`src/rtl/adder_pkg.sv`:
```
// Shared types for the adder family: state encoding of the bit-serial subtractor.
package adder_pkg;

  typedef enum logic [1:0] {
    IDLE = 2'd0,
    RUN  = 2'd1,
    DONE = 2'd2
  } sub_state_t;

endpackage

```
`src/rtl/fulladder.sv`:
```
// One-bit full adder cell, used as the bit-slice of the serial datapaths.
module fulladder (
  input  logic a,
  input  logic b,
  input  logic c_in,
  output logic sum,
  output logic c_out
);

  assign sum   = a ^ b ^ c_in;
  assign c_out = (a & b) | (c_in & (a ^ b));

endmodule

```
`src/rtl/serial_subtractor.sv`:
```
// Bit-serial two's-complement subtractor: diff = a - b, LSB first over WIDTH cycles,
// computed as a + ~b + 1 through a single fulladder slice.
module serial_subtractor
  import adder_pkg::*;
#(
  parameter int WIDTH = 8
) (
  input  logic             clk,
  input  logic             rst,
  input  logic             in_valid,
  output logic             in_ready,
  input  logic [WIDTH-1:0] a,
  input  logic [WIDTH-1:0] b,
  output logic             out_valid,
  input  logic             out_ready,
  output logic [WIDTH-1:0] diff,
  output logic             borrow,
  output logic             overflow
);

  localparam int CW = $clog2(WIDTH);

  sub_state_t       state, state_next;
  logic [WIDTH-1:0] a_sh, b_sh, diff_sh;
  logic [CW-1:0]    cnt;
  logic             carry;
  logic             a_msb, b_msb;
  logic             accept, last_bit;
  logic             b_inv, bit_sum, bit_carry;

  assign b_inv = ~b_sh[0];

  fulladder u_bit (
    .a     (a_sh[0]),
    .b     (b_inv),
    .c_in  (carry),
    .sum   (bit_sum),
    .c_out (bit_carry)
  );

  always_ff @(posedge clk or posedge rst) begin
    if (rst) state <= IDLE;
    else     state <= state_next;
  end

  always_comb begin
    state_next = state;
    in_ready   = 1'b0;
    out_valid  = 1'b0;
    accept     = 1'b0;
    last_bit   = 1'b0;
    case (state)
      IDLE: begin
        in_ready = 1'b1;
        if (in_valid) begin
          accept     = 1'b1;
          state_next = RUN;
        end
      end
      RUN: begin
        if (cnt == CW'(WIDTH - 1)) begin
          last_bit   = 1'b1;
          state_next = DONE;
        end
      end
      DONE: begin
        out_valid = 1'b1;
        if (out_ready) state_next = IDLE;
      end
      default: state_next = IDLE;
    endcase
  end

  always_ff @(posedge clk or posedge rst) begin
    if (rst) begin
      a_sh     <= '0;
      b_sh     <= '0;
      diff_sh  <= '0;
      cnt      <= '0;
      carry    <= 1'b1;
      a_msb    <= 1'b0;
      b_msb    <= 1'b0;
      borrow   <= 1'b0;
      overflow <= 1'b0;
    end else if (accept) begin
      a_sh  <= a;
      b_sh  <= b;
      a_msb <= a[WIDTH-1];
      b_msb <= b[WIDTH-1];
      carry <= 1'b1;
      cnt   <= '0;
    end else if (state == RUN) begin
      a_sh    <= a_sh >> 1;
      b_sh    <= b_sh >> 1;
      diff_sh <= {bit_sum, diff_sh[WIDTH-1:1]};
      carry   <= bit_carry;
      if (last_bit) begin
        // The final sum bit is the result MSB, so the flags are resolved on this edge.
        borrow   <= ~bit_carry;
        overflow <= (a_msb != b_msb) && (bit_sum != a_msb);
      end else begin
        cnt <= cnt + CW'(1);
      end
    end
  end

  assign diff = diff_sh;

endmodule

```
`config.mk`:
```
export PLATFORM = sky130hd
export DESIGN_NAME = serial_subtractor
export DESIGN_NICKNAME = d
export VERILOG_FILES = /design/src/rtl/adder_pkg.sv /design/src/rtl/fulladder.sv /design/src/rtl/serial_subtractor.sv
export SDC_FILE = /design/constraint.sdc
export NUM_CORES = 1
export LEC_CHECK = 0
export CAP_MARGIN = 20
export CELL_PAD_IN_SITES_DETAIL_PLACEMENT = 1
export CELL_PAD_IN_SITES_GLOBAL_PLACEMENT = 1
export CORE_MARGIN = 1.5
export CORE_UTILIZATION = 40
export DETAILED_ROUTE_END_ITERATION = 16
export GPL_ROUTABILITY_DRIVEN = 0
export PLACE_DENSITY_LB_ADDON = 0.15
export SYNTH_ARGS = -nofsm -noshare
export SYNTH_HDL_FRONTEND = slang
export SYNTH_SLANG_ARGS = --single-unit
```
`constraint.sdc`:
```
create_clock -name clk -period 2.2 [get_ports clk]
set_input_delay 0.55 -clock clk [delete_from_list [all_inputs] [get_ports clk]]
set_output_delay 0.55 -clock clk [all_outputs]
set_load 0.1 [all_outputs]
```
==> metrics, run 1 <==
status finished clean; Ports 32; placed cell count 198; CP Max Fanout 7; clock latency on the worst-skew pair 0.29 ns; via count 1,014; Inserted Clock Buffers 5; post-DP HPWL 2200 microns; total track usage 17.4%; critical path capture point type output port; crit path launch state[1]; RSZ-0062 raised after global routing false; largest net degree at the start of global routing 35; gr ovfl total 0; row cnt 21; MaxCap Viol Count 0; clock transition at the registers of the reported paths 0.07 ns; Crit Path Class register to output port; WHS Path Cells 2; achievable frequency 0.515 GHz; starting density of the core 43.2%; # diodes 0; synth-to-layout area growth 29.4%; register area 852 sq um; layout cells sized above 1 27.5%; startpoint types register; die area 4090 sq um; DR pass1 iterations 4; synth warn 0; first-pass GRT wire length 5240 microns; Worst EP arrival 1.39 ns; Layout Skew 0.00568 ns; Via density 4.92; library cells used by synthesis 25; final std cells w/o fill 206; Slew HR 71.6%; Slew Limit Fails 0; CTS root buf clkbuf_8; # resized after CTS 0; final net count 182; CTS tree built; Worst-Margin Slew 0.426 ns; R2R setup slack 0.59 ns; worst r2r src cnt[0]; FF-to-FF End cnt[0]; Die W 64.0 microns; ranking of synthesized cells by area dfrtp_1 (56%), nand2_1 (7.6%), a22oi_1 (7.1%), mux2_4 (6.1%), mux2_2 (3.8%); footprint of the multi-input gates 567 sq um; Worst Reg2Reg Path Length in Cells 5; Die Height 64.0 microns; antenna-violating nets left 0; # hold bufs at CTS 0; 1st-iter DRT viols 35; Min-Delay Path Class register to register; top cell type's share of synthesized area 55.5%; Synth Area per Inst 12.2 sq um; final setup fails 0; Post-Route Setup TNS 0 ns; DR WL/cell 14.6 microns; synthesized instance count 122; period utilisation layout 88.2%; # port buffers 31; fill count 376; H-tree Lvls 2; area of the mapped netlist 1490 sq um; area leader, netlist dfrtp_1; CP required 1.65 ns; Hold Fails Final Rpt 0; Routed Wire Length 3010 microns; Post-CTS Setup Inserts 0; Clock Tree Buf Depth 2; TritonCTS Sinks 34; WHS 0.481 ns; vias in the first global route 1,119; floorplan core area 3440 sq um; antenna violations before repair 0; DRC Markers 0; Net Count, Synth 145; register bit total from synthesis 34; minimum clock period after layout 1.94 ns; crit path to out_valid; sequential share of the synthesized area 57.3%
[worst min path at each step]
stage,start,end,slack (ns)
4_1_cts,b_sh[5],b_sh[5],0.48
3_5_place_dp,b_sh[5],b_sh[5],0.47
5_1_grt,b_sh[3],b_sh[3],0.50
2_1_floorplan,b_sh[0],b_sh[0],0.45
6_report,b_sh[3],b_sh[3],0.48
3_3_place_gp,b_sh[3],b_sh[3],0.46
[cells in the final DEF (no fill, tap or decap), types with 3 or more instances in the layout]
cell,netlist,routed
nand2_1,30,30
buf_4,3,15
dfrtp_1,33,33
inv_1,4,4
clkbuf_8,0,6
mux2_2,5,5
o21ai_0,3,3
a22oi_1,14,14
mux2_4,6,6
clkdlybuf4s50_1,0,19
[state kept, by name, indices dropped and copies added (netlist names)]
| register | cells |
|---|---|
| a_msb | 1 |
| a_sh | 8 |
| b_msb | 1 |
| b_sh | 8 |
| borrow | 1 |
| carry | 1 |
| cnt | 3 |
| diff | 8 |
| overflow | 1 |
| state | 2 |
[through the flow]
step,util [%],cell area [sq um],worst slack [ns]
3_5_place_dp,53.3,1830,0.285
2_1_floorplan,-,1490,0.317
6_report,55.9,1930,0.260
4_1_cts,55.9,1930,0.252
3_3_place_gp,53.3,1830,0.299
5_1_grt,55.9,1930,0.207
[cell usage after synthesis]
cell and count:
dfrtp_1 33, nand2_1 30, a22oi_1 14, mux2_4 6, mux2_2 5, inv_1 4
buf_4 3, nor2b_1 3, o21ai_0 3, a22o_1 2, a22o_2 2, ha_1 2
nor2_1 2, nor3b_2 2, a211o_1 1, a21oi_1 1, buf_12 1, buf_2 1
buf_6 1, dfstp_2 1, fa_1 1, nand3b_1 1, nor3b_1 1, o21bai_2 1
or2b_2 1
[layout make-up]
type,count,share of cell area [%]
Sequential cell,34,44.2
Clock inverter,1,0.260
Clock buffer,7,4.48
Inverter,4,0.780
Tap cell,46,2.99
Timing Repair Buffer,36,17.8
Multi-Input combinational cell,78,29.4
[critical path, cell delays in order (launching register included)]
cell and delay [ns]:
dfrtp_1 0.49, or2b_2 0.34, inv_1 0.10, buf_12 0.18
[per-layer routing]
layer	share of wire, %	wire length [microns]	vias up	GRT usage (%)
li1	-	-	491	-
met1	42	1260	497	18.8
met2	52	1560	22	30.2
met3	4.7	142	4	5.81
met4	1.8	54	0	8.97
met5	0	0	-	0
[logic make-up after synthesis]
group,after synthesis,share of synthesized area (%)
adders and majority gates,3,3.03
AOI/OAI and AO/OA,24,12.3
muxes,11,9.84
DFF,34,57.3
and+or+nand+nor,40,12.6
buffers and inverters,10,4.96
Power of run 1 is left out: the tool's default activity adds up to more than one toggle a clock period on the data nets, which glitch-free logic cannot reach.
==> inputs of run 2 (changes only) <==
==> constraint.sdc (replaced) <==
create_clock -name clk -period 2.4 [get_ports clk]
set_input_delay 0.6 -clock clk [delete_from_list [all_inputs] [get_ports clk]]
set_output_delay 0.6 -clock clk [all_outputs]
set_load 0.1 [all_outputs]
==> metrics, run 2 (synthesis gave the netlist of run 1 again) <==
antenna violations before repair 0 (unchanged); Min-Delay Path Class register to register; Crit Path Class register to output port; total track usage 17.1% (-0.35 points); Routed Wire Length 3120 microns (+3.4%); final std cells w/o fill 207 (+0.49%); H-tree Lvls 2 (unchanged); die area 4090 sq um (unchanged); Final Core Density 57.2% (+1.3 points); DRC Markers 0 (unchanged); gr ovfl total 0 (unchanged); register area 852 sq um (unchanged); # resized after CTS 0 (unchanged); final setup fails 0 (unchanged); RSZ-0062 raised after global routing false; Worst-Margin Slew 0.640 ns (+0.215 ns); Slew HR 57.1% (-14 points); clock transition at the registers of the reported paths 0.07 ns (about the same); Layout Skew 0.00841 ns (+0.00272 ns); via count 1,037 (+2.3%); TritonCTS Sinks 34 (unchanged); floorplan core area 3440 sq um (unchanged); synth-to-layout area growth 32.4%; post-DP HPWL 2240 microns (+1.7%); Worst EP arrival 1.38 ns (about the same); final net count 183 (+0.55%); CP Max Fanout 7 (unchanged); largest net degree at the start of global routing 35 (unchanged); clock latency on the worst-skew pair 0.29 ns (about the same); CTS root buf clkbuf_8; placed cell count 199 (+0.51%); MaxCap Viol Count 0 (unchanged); max incr delay on CP 0.48 ns (about the same); CTS tree built; cell chain of the critical path or2b_2, inv_1, buf_12; vias in the first global route 1,089 (-2.7%); CP required 1.80 ns (+0.15 ns); status finished clean; startpoint types register; Slew Limit Fails 0 (unchanged); # port buffers 31 (unchanged); Post-Route Setup TNS 0 ns (unchanged); antenna-violating nets left 0 (unchanged); 1st-iter DRT viols 58 (+66%); starting density of the core 43.2% (unchanged); DR pass1 iterations 4 (unchanged); first-pass GRT wire length 5220 microns (-0.40%); Inserted Clock Buffers 5 (unchanged); fill count 377 (+0.27%); layout cells sized above 1 28.0% (+0.45 points); period utilisation layout 82.3%; slowest CP cell dfrtp_1; commonest non-fill, non-tap cell in the layout dfrtp_1; Die W 64.0 microns (unchanged); WHS 0.478 ns (-0.00359 ns); # diodes 0 (unchanged); row cnt 21 (unchanged); Via density 5.01 (+1.8%); Hold Fails Final Rpt 0 (unchanged); Post-CTS Setup Inserts 0 (unchanged); Die Height 64.0 microns (unchanged); achievable frequency 0.506 GHz; Ports 32 (unchanged); DR WL/cell 15.1 microns (+2.9%); minimum clock period after layout 1.98 ns; # hold bufs at CTS 0 (unchanged); commonest cells after routing, fill and taps aside dfrtp_1 (33), nand2_1 (30), clkdlybuf4s50_1 (19); Clock Tree Buf Depth 2 (unchanged); footprint of the multi-input gates 564 sq um (-0.44%); critical path capture point type output port
==> run 2: cell count changes in the layout (fill, tap and decap cells not counted) <==
cell       change
clkinv_2       -1
buf_4          +2
nor2_1         +1
buf_12         -1
nor2_2         -1
clkbuf_1       -1
bufinv_16      +2
==> run 2: layout make-up <==
type / instances / area share [%]
Multi-Input combinational cell: 78 / 28.7
Sequential cell: 34 / 43.3
Clock inverter: 2 / 3.05
Timing Repair Buffer: 37 / 17.2
Inverter: 4 / 0.762
Tap cell: 46 / 2.92
Clock buffer: 6 / 4.19
==> run 2: path summary, 6_finish.rpt <==
kind | from | endpoint | slack, ns | cells after the start
hold reg to reg | a_sh[2] | a_sh[2] | 0.48 | 2
setup reg to reg | cnt[0] | cnt[0] | 0.78 | 5
max in group asynchronous | rst | carry | 1.35 | 3
hold / removal | a_sh[2] | a_sh[2] | 0.48 | 2
setup / recovery | state[1] | out_valid | 0.42 | 3
min in group asynchronous | rst | diff[1] | 0.70 | 3
==> run 2: metal layers <==
layer / GRT usage, % / up-vias / part of all wire (%)
met5: 0 / - / 0
met4: 7.34 / 0 / 1.5
met3: 4.23 / 5 / 3.7
met2: 28.9 / 21 / 52
met1: 20.6 / 518 / 42
li1: - / 493 / -
==> run 2: stage by stage <==
| step | worst slack, ns | area, sq um |
|---|---|---|
| global route | 0.369 | 1970 |
| global placement | 0.410 | 1830 |
| floorplan | 0.0971 | 1490 |
| CTS | 0.409 | 1970 |
| detailed placement | 0.342 | 1830 |
| finish | 0.425 | 1970 |
==> run 2: critical path, delay by kind of cell (launching register included) <==
family / cells / cell delay [ns]
buffers and inverters: 2 / 0.28
DFF: 1 / 0.48
and+or+nand+nor: 1 / 0.33
Power of run 2 is left out for the same reason.
==> inputs of run 3 (changes only) <==
--- a/config.mk
+++ b/config.mk
@@ -9,7 +9,7 @@
 export CELL_PAD_IN_SITES_DETAIL_PLACEMENT = 1
 export CELL_PAD_IN_SITES_GLOBAL_PLACEMENT = 1
 export CORE_MARGIN = 1.5
-export CORE_UTILIZATION = 40
+export CORE_UTILIZATION = 39
 export DETAILED_ROUTE_END_ITERATION = 16
 export GPL_ROUTABILITY_DRIVEN = 0
 export PLACE_DENSITY_LB_ADDON = 0.15
==> constraint.sdc (replaced) <==
create_clock -name clk -period 2.05 [get_ports clk]
set_input_delay 0.5125 -clock clk [delete_from_list [all_inputs] [get_ports clk]]
set_output_delay 0.5125 -clock clk [all_outputs]
set_load 0.1 [all_outputs]
==> metrics, run 3 (synthesis gave the netlist of run 1 again) <==
critical path capture point type output port; 1st-iter DRT viols 25 (-57%); CTS tree built; Ports 32 (unchanged); gr ovfl total 0 (unchanged); floorplan core area 3660 sq um (+6.4%); Worst Reg2Reg Path Length in Cells 5 (unchanged); Worst-Margin Slew 0.660 ns (+0.0201 ns); final net count 181 (-1.1%); crit path to out_valid; DR WL/cell 15.2 microns (+0.77%); Post-CTS Setup Inserts 0 (unchanged); RSZ-0062 raised after global routing false; Slew HR 56.0% (-1.2 points); CP required 1.54 ns (-0.26 ns); Worst EP arrival 1.37 ns (about the same); Via density 4.99 (-0.39%); # hold bufs at CTS 0 (unchanged); Die Height 64.8 microns (+1.2%); antenna violations before repair 0 (unchanged); Inserted Clock Buffers 5 (unchanged); status finished clean; largest net degree at the start of global routing 35 (unchanged); Clock Tree Buf Depth 2 (unchanged); H-tree Lvls 2 (unchanged); startpoint types register; total track usage 17.1% (about the same); DRC Markers 0 (unchanged); first-pass GRT wire length 5240 microns (+0.40%); Crit Path Class register to output port; Layout Skew 0.0101 ns (+0.00167 ns); Post-Route Setup TNS 0 ns (unchanged); commonest cells after routing, fill and taps aside dfrtp_1 (33), nand2_1 (30), clkdlybuf4s50_1 (19); CTS root buf clkbuf_8; DR pass1 iterations 2 (-2); minimum clock period after layout 1.89 ns; commonest non-fill, non-tap cell in the layout dfrtp_1; vias in the first global route 1,084 (-0.46%); layout cells sized above 1 27.0% (-0.91 points); antenna-violating nets left 0 (unchanged); achievable frequency 0.530 GHz; crit path launch state[1]; starting density of the core 40.6% (-2.6 points); via count 1,033 (-0.39%); worst r2r src cnt[0]; TritonCTS Sinks 34 (unchanged); clock latency on the worst-skew pair 0.29 ns (about the same); Hold Fails Final Rpt 0 (unchanged); synth-to-layout area growth 28.5%; # diodes 0 (unchanged); final setup fails 0 (unchanged); R2R setup slack 0.42 ns (-0.36 ns); clock transition at the registers of the reported paths 0.06 ns (about the same); FF-to-FF End cnt[0]; Min-Delay Path Class register to register; post-DP HPWL 2080 microns (-6.9%); # port buffers 31 (unchanged); fill count 402 (+6.6%); MaxCap Viol Count 0 (unchanged); Routed Wire Length 3140 microns (+0.77%); die area 4190 sq um (+2.4%); # resized after CTS 0 (unchanged); Die W 64.8 microns (+1.2%); CP Max Fanout 7 (unchanged); period utilisation layout 92.0%; Slew Limit Fails 0 (unchanged); row cnt 22 (+4.8%)
==> run 3: cell types whose count changed in the layout (fill, tap and decap cells not counted) <==
cell,before,now
buf_4,17,14
bufinv_16,2,0
clkinv_2,0,2
buf_12,1,2
clkbuf_1,0,1
clkbuf_8,6,5
nor2_1,2,1
nor2_2,0,1
==> run 3: how the worst min path moves through the flow <==
stage | endpoint | depth (start not counted) | start | slack [ns]
floorplan | b_sh[0] | 2 | b_sh[0] | 0.45
detailed placement | a_sh[5] | 2 | a_sh[5] | 0.47
finish | a_sh[5] | 2 | a_sh[5] | 0.48
CTS | a_sh[5] | 2 | a_sh[5] | 0.49
global placement | a_sh[5] | 2 | a_sh[5] | 0.46
global route | a_sh[1] | 2 | a_sh[1] | 0.51
==> run 3: cell type report <==
class	instances	area [sq um]	share of cell area (%)
clock inverters	2	10.0	0.524
well taps	48	60.1	3.14
flip-flops and latches	34	852	44.6
inverters	4	15.0	0.785
multi-input cells	78	567	29.6
repair buffers	35	335	17.5
clock buffers	6	72.6	3.80
==> run 3: critical path: stages (launching register included) <==
cell,delay (ns)
dfrtp_1,0.48
or2b_2,0.34
inv_1,0.10
buf_12,0.18
==> run 3: stage by stage <==
step / setup WS [ns] / cell area, sq um / hold WS [ns] / std cells / util, %
2_1_floorplan: 0.205 / 1490 / 0.446 / 122 / -
3_3_place_gp: 0.240 / 1830 / 0.459 / 199 / 50.0
3_5_place_dp: 0.201 / 1830 / 0.472 / 199 / 50.0
4_1_cts: 0.151 / 1910 / 0.489 / 207 / 52.2
5_1_grt: 0.110 / 1910 / 0.510 / 207 / 52.2
6_report: 0.163 / 1910 / 0.482 / 207 / 52.2
==> run 3: layer usage <==
metal	vias to the layer above	GRT usage [%]	wire [microns]
li1	490	-	-
met1	511	20.7	1360
met2	25	27.8	1590
met3	7	4.69	130
met4	0	8.78	59
met5	-	0	0
Power of run 3 is left out for the same reason.
